--- config.mk ---
export PLATFORM = sky130hd
export DESIGN_NAME = resp_scheduler
export DESIGN_NICKNAME = d
export VERILOG_FILES = /design/src/rtl/tswitch_pkg.sv /design/src/rtl/sync_fifo.sv /design/src/rtl/resp_scheduler.sv
export SDC_FILE = /design/constraint.sdc
export NUM_CORES = 1
export LEC_CHECK = 0
export ABC_AREA = 1
export CAP_MARGIN = 25
export CORE_ASPECT_RATIO = 0.8
export CORE_MARGIN = 2
export CORE_UTILIZATION = 39
export DETAILED_ROUTE_END_ITERATION = 8
export GPL_TIMING_DRIVEN = 1
export PLACE_DENSITY = 0.77
export SYNTH_ARGS = -nofsm -noshare
export SYNTH_HDL_FRONTEND = slang
export SYNTH_SLANG_ARGS = --single-unit
export TNS_END_PERCENT = 5
--- constraint.sdc ---
create_clock -name clk -period 6.25 [get_ports clk]
set_clock_uncertainty 0.1 [all_clocks]
set_input_delay 1.5625 -clock clk [delete_from_list [all_inputs] [get_ports clk]]
set_output_delay 1.5625 -clock clk [all_outputs]
set_load 0.005 [all_outputs]
--- src/rtl/tswitch_pkg.sv ---
// Shared switch types: data/tag widths, response type and the completion source
// used by resp_scheduler for its round-robin pointer and slot bookkeeping.
package tswitch_pkg;

    localparam int DATA_WIDTH = 32;
    localparam int TAG_WIDTH  = 8;

    typedef enum logic [1:0] {
        RESP_DATA = 2'd0,
        RESP_ACK  = 2'd1
    } resp_t;

    typedef enum logic {
        SRC_REDUCE = 1'b0,
        SRC_MC     = 1'b1
    } resp_src_t;

    function automatic resp_src_t other_src(input resp_src_t s);
        return (s == SRC_REDUCE) ? SRC_MC : SRC_REDUCE;
    endfunction

endpackage

--- src/rtl/sync_fifo.sv ---
// Single-clock FIFO with occupancy count; DEPTH must be a power of two so the
// pointers wrap naturally. The caller only pushes when there is room (or a pop).
module sync_fifo #(
    parameter int WIDTH = 8,
    parameter int DEPTH = 4
) (
    input  logic                     clk,
    input  logic                     rst_n,
    input  logic                     push,
    input  logic [WIDTH-1:0]         din,
    input  logic                     pop,
    output logic [WIDTH-1:0]         dout,
    output logic                     full,
    output logic                     empty,
    output logic [$clog2(DEPTH):0]   count
);

    localparam int AW = $clog2(DEPTH);

    logic [WIDTH-1:0] r_mem [DEPTH];
    logic [AW-1:0]    r_wr_ptr;
    logic [AW-1:0]    r_rd_ptr;
    logic [AW:0]      r_count;

    always_ff @(posedge clk) begin
        if (!rst_n) begin
            r_wr_ptr <= '0;
            r_rd_ptr <= '0;
            r_count  <= '0;
        end else begin
            if (push) r_wr_ptr <= r_wr_ptr + AW'(1);
            if (pop)  r_rd_ptr <= r_rd_ptr + AW'(1);
            if (push && !pop)      r_count <= r_count + (AW+1)'(1);
            else if (pop && !push) r_count <= r_count - (AW+1)'(1);
        end
    end

    // Storage carries no reset; validity lives entirely in the pointers.
    always_ff @(posedge clk) begin
        if (push) r_mem[r_wr_ptr] <= din;
    end

    assign dout  = r_mem[r_rd_ptr];
    assign full  = (r_count == (AW+1)'(DEPTH));
    assign empty = (r_count == '0);
    assign count = r_count;

endmodule

--- src/rtl/resp_scheduler.sv ---
// Merges reduce/multicast completions into one registered per-port response slot.
// Define RESP_STATS_EN to build the handshake/drop statistics counters.
module resp_scheduler
    import tswitch_pkg::*;
#(
    parameter  int NUM_PORTS  = 4,
    parameter  int FIFO_DEPTH = 4,
    localparam int PORT_BITS  = $clog2(NUM_PORTS)
) (
    input  logic                  clk,
    input  logic                  rst_n,
    input  logic                  reduce_done,
    input  logic [DATA_WIDTH-1:0] reduce_result,
    input  logic [TAG_WIDTH-1:0]  reduce_tag,
    input  logic [PORT_BITS-1:0]  reduce_dst_port,
    input  logic                  mc_done,
    input  logic [TAG_WIDTH-1:0]  mc_done_tag,
    input  logic [PORT_BITS-1:0]  mc_done_src_port,
    output logic [NUM_PORTS-1:0]  port_resp_valid,
    output resp_t                 port_resp_type [NUM_PORTS],
    output logic [DATA_WIDTH-1:0] port_resp_data [NUM_PORTS],
    output logic [TAG_WIDTH-1:0]  port_resp_tag  [NUM_PORTS],
    input  logic [NUM_PORTS-1:0]  port_resp_ready,
    output logic                  overflow,
    output logic                  busy,
    output logic [31:0]           stat_data_cnt,
    output logic [31:0]           stat_ack_cnt,
    output logic [31:0]           stat_drop_cnt
);

    localparam int RED_W = PORT_BITS + TAG_WIDTH + DATA_WIDTH;
    localparam int MC_W  = PORT_BITS + TAG_WIDTH;
    localparam int CW    = $clog2(FIFO_DEPTH) + 1;

    logic [RED_W-1:0]      w_red_dout;
    logic                  w_red_full, w_red_empty, w_red_push, w_red_pop, w_red_drop;
    logic [CW-1:0]         w_red_count;
    logic [PORT_BITS-1:0]  w_red_dst;
    logic [TAG_WIDTH-1:0]  w_red_tag;
    logic [DATA_WIDTH-1:0] w_red_data;

    logic [MC_W-1:0]       w_mc_dout;
    logic                  w_mc_full, w_mc_empty, w_mc_push, w_mc_pop, w_mc_drop;
    logic [CW-1:0]         w_mc_count;
    logic [PORT_BITS-1:0]  w_mc_src;
    logic [TAG_WIDTH-1:0]  w_mc_tag;

    logic                  w_slot_load, w_any_head;
    resp_src_t             w_sel_src;

    logic                  r_slot_valid;
    logic [PORT_BITS-1:0]  r_slot_port;
    resp_t                 r_slot_type;
    logic [DATA_WIDTH-1:0] r_slot_data;
    logic [TAG_WIDTH-1:0]  r_slot_tag;
    resp_src_t             r_rr;
    logic                  r_overflow;

    sync_fifo #(.WIDTH(RED_W), .DEPTH(FIFO_DEPTH)) u_red_fifo (
        .clk   (clk),
        .rst_n (rst_n),
        .push  (w_red_push),
        .din   ({reduce_dst_port, reduce_tag, reduce_result}),
        .pop   (w_red_pop),
        .dout  (w_red_dout),
        .full  (w_red_full),
        .empty (w_red_empty),
        .count (w_red_count)
    );

    sync_fifo #(.WIDTH(MC_W), .DEPTH(FIFO_DEPTH)) u_mc_fifo (
        .clk   (clk),
        .rst_n (rst_n),
        .push  (w_mc_push),
        .din   ({mc_done_src_port, mc_done_tag}),
        .pop   (w_mc_pop),
        .dout  (w_mc_dout),
        .full  (w_mc_full),
        .empty (w_mc_empty),
        .count (w_mc_count)
    );

    assign {w_red_dst, w_red_tag, w_red_data} = w_red_dout;
    assign {w_mc_src, w_mc_tag}               = w_mc_dout;

    // The slot accepts a new head when empty or when its handshake completes now.
    assign w_slot_load = !r_slot_valid || port_resp_ready[r_slot_port];
    assign w_any_head  = !w_red_empty || !w_mc_empty;

    always_comb begin
        w_sel_src = SRC_REDUCE;
        if (!w_red_empty && !w_mc_empty) w_sel_src = r_rr;
        else if (!w_mc_empty)            w_sel_src = SRC_MC;
    end

    assign w_red_pop  = w_slot_load && !w_red_empty && (w_sel_src == SRC_REDUCE);
    assign w_mc_pop   = w_slot_load && !w_mc_empty  && (w_sel_src == SRC_MC);
    // A full FIFO still accepts a pulse when its head leaves in the same cycle.
    assign w_red_push = reduce_done && (!w_red_full || w_red_pop);
    assign w_mc_push  = mc_done     && (!w_mc_full  || w_mc_pop);
    assign w_red_drop = reduce_done && !w_red_push;
    assign w_mc_drop  = mc_done     && !w_mc_push;

    always_ff @(posedge clk) begin
        if (!rst_n) begin
            r_slot_valid <= 1'b0;
            r_rr         <= SRC_REDUCE;
            r_overflow   <= 1'b0;
        end else begin
            if (w_slot_load) begin
                r_slot_valid <= w_any_head;
                if (w_any_head) r_rr <= other_src(w_sel_src);
            end
            if (w_red_drop || w_mc_drop) r_overflow <= 1'b1;
        end
    end

    always_ff @(posedge clk) begin
        if (w_slot_load && w_any_head) begin
            if (w_sel_src == SRC_REDUCE) begin
                r_slot_port <= w_red_dst;
                r_slot_type <= RESP_DATA;
                r_slot_data <= w_red_data;
                r_slot_tag  <= w_red_tag;
            end else begin
                r_slot_port <= w_mc_src;
                r_slot_type <= RESP_ACK;
                r_slot_data <= '0;
                r_slot_tag  <= w_mc_tag;
            end
        end
    end

    always_comb begin
        for (int i = 0; i < NUM_PORTS; i++) begin
            port_resp_valid[i] = r_slot_valid && (r_slot_port == PORT_BITS'(i));
            port_resp_type[i]  = r_slot_type;
            port_resp_data[i]  = r_slot_data;
            port_resp_tag[i]   = r_slot_tag;
        end
    end

    assign overflow = r_overflow;
    assign busy     = r_slot_valid || (w_red_count != '0) || (w_mc_count != '0);

`ifdef RESP_STATS_EN
    logic        w_hs;
    logic [31:0] r_stat_data, r_stat_ack, r_stat_drop;

    assign w_hs = r_slot_valid && port_resp_ready[r_slot_port];

    always_ff @(posedge clk) begin
        if (!rst_n) begin
            r_stat_data <= '0;
            r_stat_ack  <= '0;
            r_stat_drop <= '0;
        end else begin
            if (w_hs && r_slot_type == RESP_DATA) r_stat_data <= r_stat_data + 32'd1;
            if (w_hs && r_slot_type == RESP_ACK)  r_stat_ack  <= r_stat_ack + 32'd1;
            r_stat_drop <= r_stat_drop + 32'(w_red_drop) + 32'(w_mc_drop);
        end
    end

    assign stat_data_cnt = r_stat_data;
    assign stat_ack_cnt  = r_stat_ack;
    assign stat_drop_cnt = r_stat_drop;
`else
    assign stat_data_cnt = '0;
    assign stat_ack_cnt  = '0;
    assign stat_drop_cnt = '0;
`endif

endmodule

==> results.md <==
* WL met1 at 10500 um
* Hold Slack at 0.398 ns
* Post-DRT Antenna Nets at 0
* LEAKAGE at 5.49 nW
* Post-synth top cells: edfxtp_1, buf_4, nor2_1, nand2_1, inv_1
* Cell accounting for the most synthesized area: edfxtp_1
* Routed wl met2 at 12000 um
* Reg2reg start: r_slot_port[0]
* Met3 WL at 1870 um
* Period utilization at 58.3%
* Post-synth cell types at 27
* CTS tree: built
* CP max stage delay at 0.73 ns
* Worst setup path class: input port to flop
* Clock buffer count from CTS at 28
* Top-count cell post-synth: edfxtp_1
* DRT Wirelength at 24800 um
* CP cell instances: clkdlybuf4s50_1, nand2_1, nand2_1, nand2_2, nand3_4, nand2_4, nand2_4, nand2_4, nor2_4, buf_4
* Reg clk slew, reported paths at 0.06 ns
* VDD IR max at 238 uV
* DR WL/cell at 15.6 um
* Top FF cell, synth: edfxtp_1
* Max-slew violation count at 0
* Status: finished clean
* Post-synth EDFFs at 251
* Final setup vio count at 0
* Max_cap viols at 0
* DR vias at 7233
* Routability cong. at 0.751
* Post-CTS Setup Bufs at 0
* Final hold vios at 0
* CTS resizes at 0
* First DRT Iteration DRCs at 545
* Largest net degree at the start of global routing at 86
* Final worst slack at 2.61 ns
* Post-detail-place hpwl at 16400 um
* Top cells by area, synth: edfxtp_1, buf_4, nor2_1, o32ai_1, dfxtp_1
* First-pass GRT wire length at 37100 um
* Nets@finish at 1211
* Max_slew headroom at 33.5%
* Core area at 31200 um2
* Vias in the first global route at 6646
* Initial DRT Pass Iterations at 5
* Root Driver: clkbuf_16
* Minimum clock period at 3.64 ns
* Startpoint types: input port
* Cell mode on critical path: nand2_4
* I/O pin count at 330
* CP startpoint: port_resp_ready[3]
* Clk sink count at 272
* Share of the synthesized area in the top cell type at 61.3%
* WP data required at 6.36 ns
* Worst Hold Class: flop to flop
* Number of cell rows at 58
* Max Freq at 274 MHz
* Avg Synthesized Cell Area at 11.9 um2
* Hold Path Origin: u_mc_fifo.count[1]
* Worst slew pin tran at 0.996 ns
* Layout cells sized above 1 at 6.64%
* PwrDens at 475 nW/um2
* GR Util All Layers at 14.3%
* Synth warnings at 0
* Die area at 33000 um2
* Skew-Pair Late Insertion Delay at 0.55 ns
* Critical path's slowest cell: nor2_4
* Hold_buf cts at 0
* CTS max path bufs at 3
* Starting density of the core at 39.4%
* Port bufs at 229
* Register area share after synthesis at 64.7%
* Critical path endpoint category: flop
* RSZ-0062 raised after global routing: false
* Vias per std cell at 4.57
* CTS HTree Levels at 1
* GRT overflow at 0
* Worst path arrival time at 3.76 ns
* Pre-CTS setup slack at 1.96 ns
* Worst Path Max Fanout at 28
* Synthesized area at 12300 um2
* Synthesis-to-finish area growth at 19.4%
* Setup_tns at 0 ns
* Die height at 163 um
* Initial antenna violation count at 8
* Top layer in use: met5
* Asr flop ratio synth at 0%
* Flops & latches, synth at 272
* DRC errors left at 0
* Syn Inst Count at 1034
* Die width at 203 um
[cell usage in the layout (no fill, tap or decap), types with 2 or more instances in the layout]
cell type,n
nand3_1,8
buf_12,3
dfxtp_4,2
nor2_2,2
dfxtp_1,19
clkinv_2,4
o21ai_0,58
clkinv_4,2
clkbuf_16,28
bufinv_16,2
inv_2,6
clkinvlp_4,3
a21oi_1,11
nor2_4,4
buf_4,5
conb_1,100
nand2_4,6
xor2_1,4
nand2_1,83
o32ai_1,52
inv_1,64
ha_1,10
clkdlybuf4s50_1,229
nor3_1,6
fa_1,2
edfxtp_1,251
clkbuf_1,6
clkinv_1,5
nor2_1,174
nand2_2,4
diode_2,3
[worst max-delay path: cells and delay by family]
kind | cells | cell delay [ns]
buffers and inverters | 2 | 0.83
and+or+nand+nor | 8 | 1.31
[state kept, by name, indices dropped and copies added, names as in the netlist, 3 cells and up, named ones only]
signal            cells
r_slot_tag            8
u_mc_fifo.r_mem      40
r_slot_data          32
u_red_fifo.r_mem    168
u_red_fifo.count      3
u_mc_fifo.count       3
[per-stage QoR]
stage          area, um2  instances  power (mW)  util [%]
5_1_grt            14700       1581        7.40      47.0
6_report           14700       1583        6.97      47.0
2_1_floorplan      12700       1133        4.49         -
4_1_cts            14600       1576        7.03      46.8
3_5_place_dp       13700       1525        5.43      44.0
3_3_place_gp       13700       1524        5.35      43.9
[cells by family (layout without fill, tap and decap cells)]
kind of cell / after synthesis / after routing / share of synthesized area (%)
simple gates: 288 / 288 / 9.53
flops: 272 / 272 / 64.7
xor+xnor: 4 / 4 / 0.285
compound gates: 124 / 124 / 6.78
fa+ha+maj: 12 / 12 / 1.34
buf+inv: 333 / 360 / 17.3
other cells: 1 / 103 / 0.0305
[final timing paths]
path              depth (start not counted)                      end  slack [ns]
hold / removal                            2       u_mc_fifo.count[1]        0.40
setup reg to reg                         10  u_red_fifo.r_mem[3][29]        3.46
setup / recovery                         10  u_red_fifo.r_mem[3][29]        2.61
hold reg to reg                           2       u_mc_fifo.count[1]        0.40
[routing by layer]
| layer | GRT usage (%) | up-vias |
|---|---|---|
| met3 | 3.86 | 43 |
| met1 | 18.7 | 3465 |
| met5 | 0 | - |
| li1 | - | 3427 |
| met2 | 24.2 | 290 |
| met4 | 2.72 | 8 |
[power breakdown]
part	internal, mW	switching (mW)	leakage [nW]	total [mW]
clock network	0.912	0.683	0.422	1.60
registers	2.48	0.360	2.52	2.84
logic	1.35	1.18	2.55	2.53
[cell type report]
class	count	area [um2]
sequential	272	7970
antenna	3	7.51
clock buffer	34	723
tap	420	526
multi-input combinational	528	2610
fill	2768	16500
timing repair buffer	238	2420
inverter	71	268
clock inverter	17	161
(Power assumes the default switching activity.)
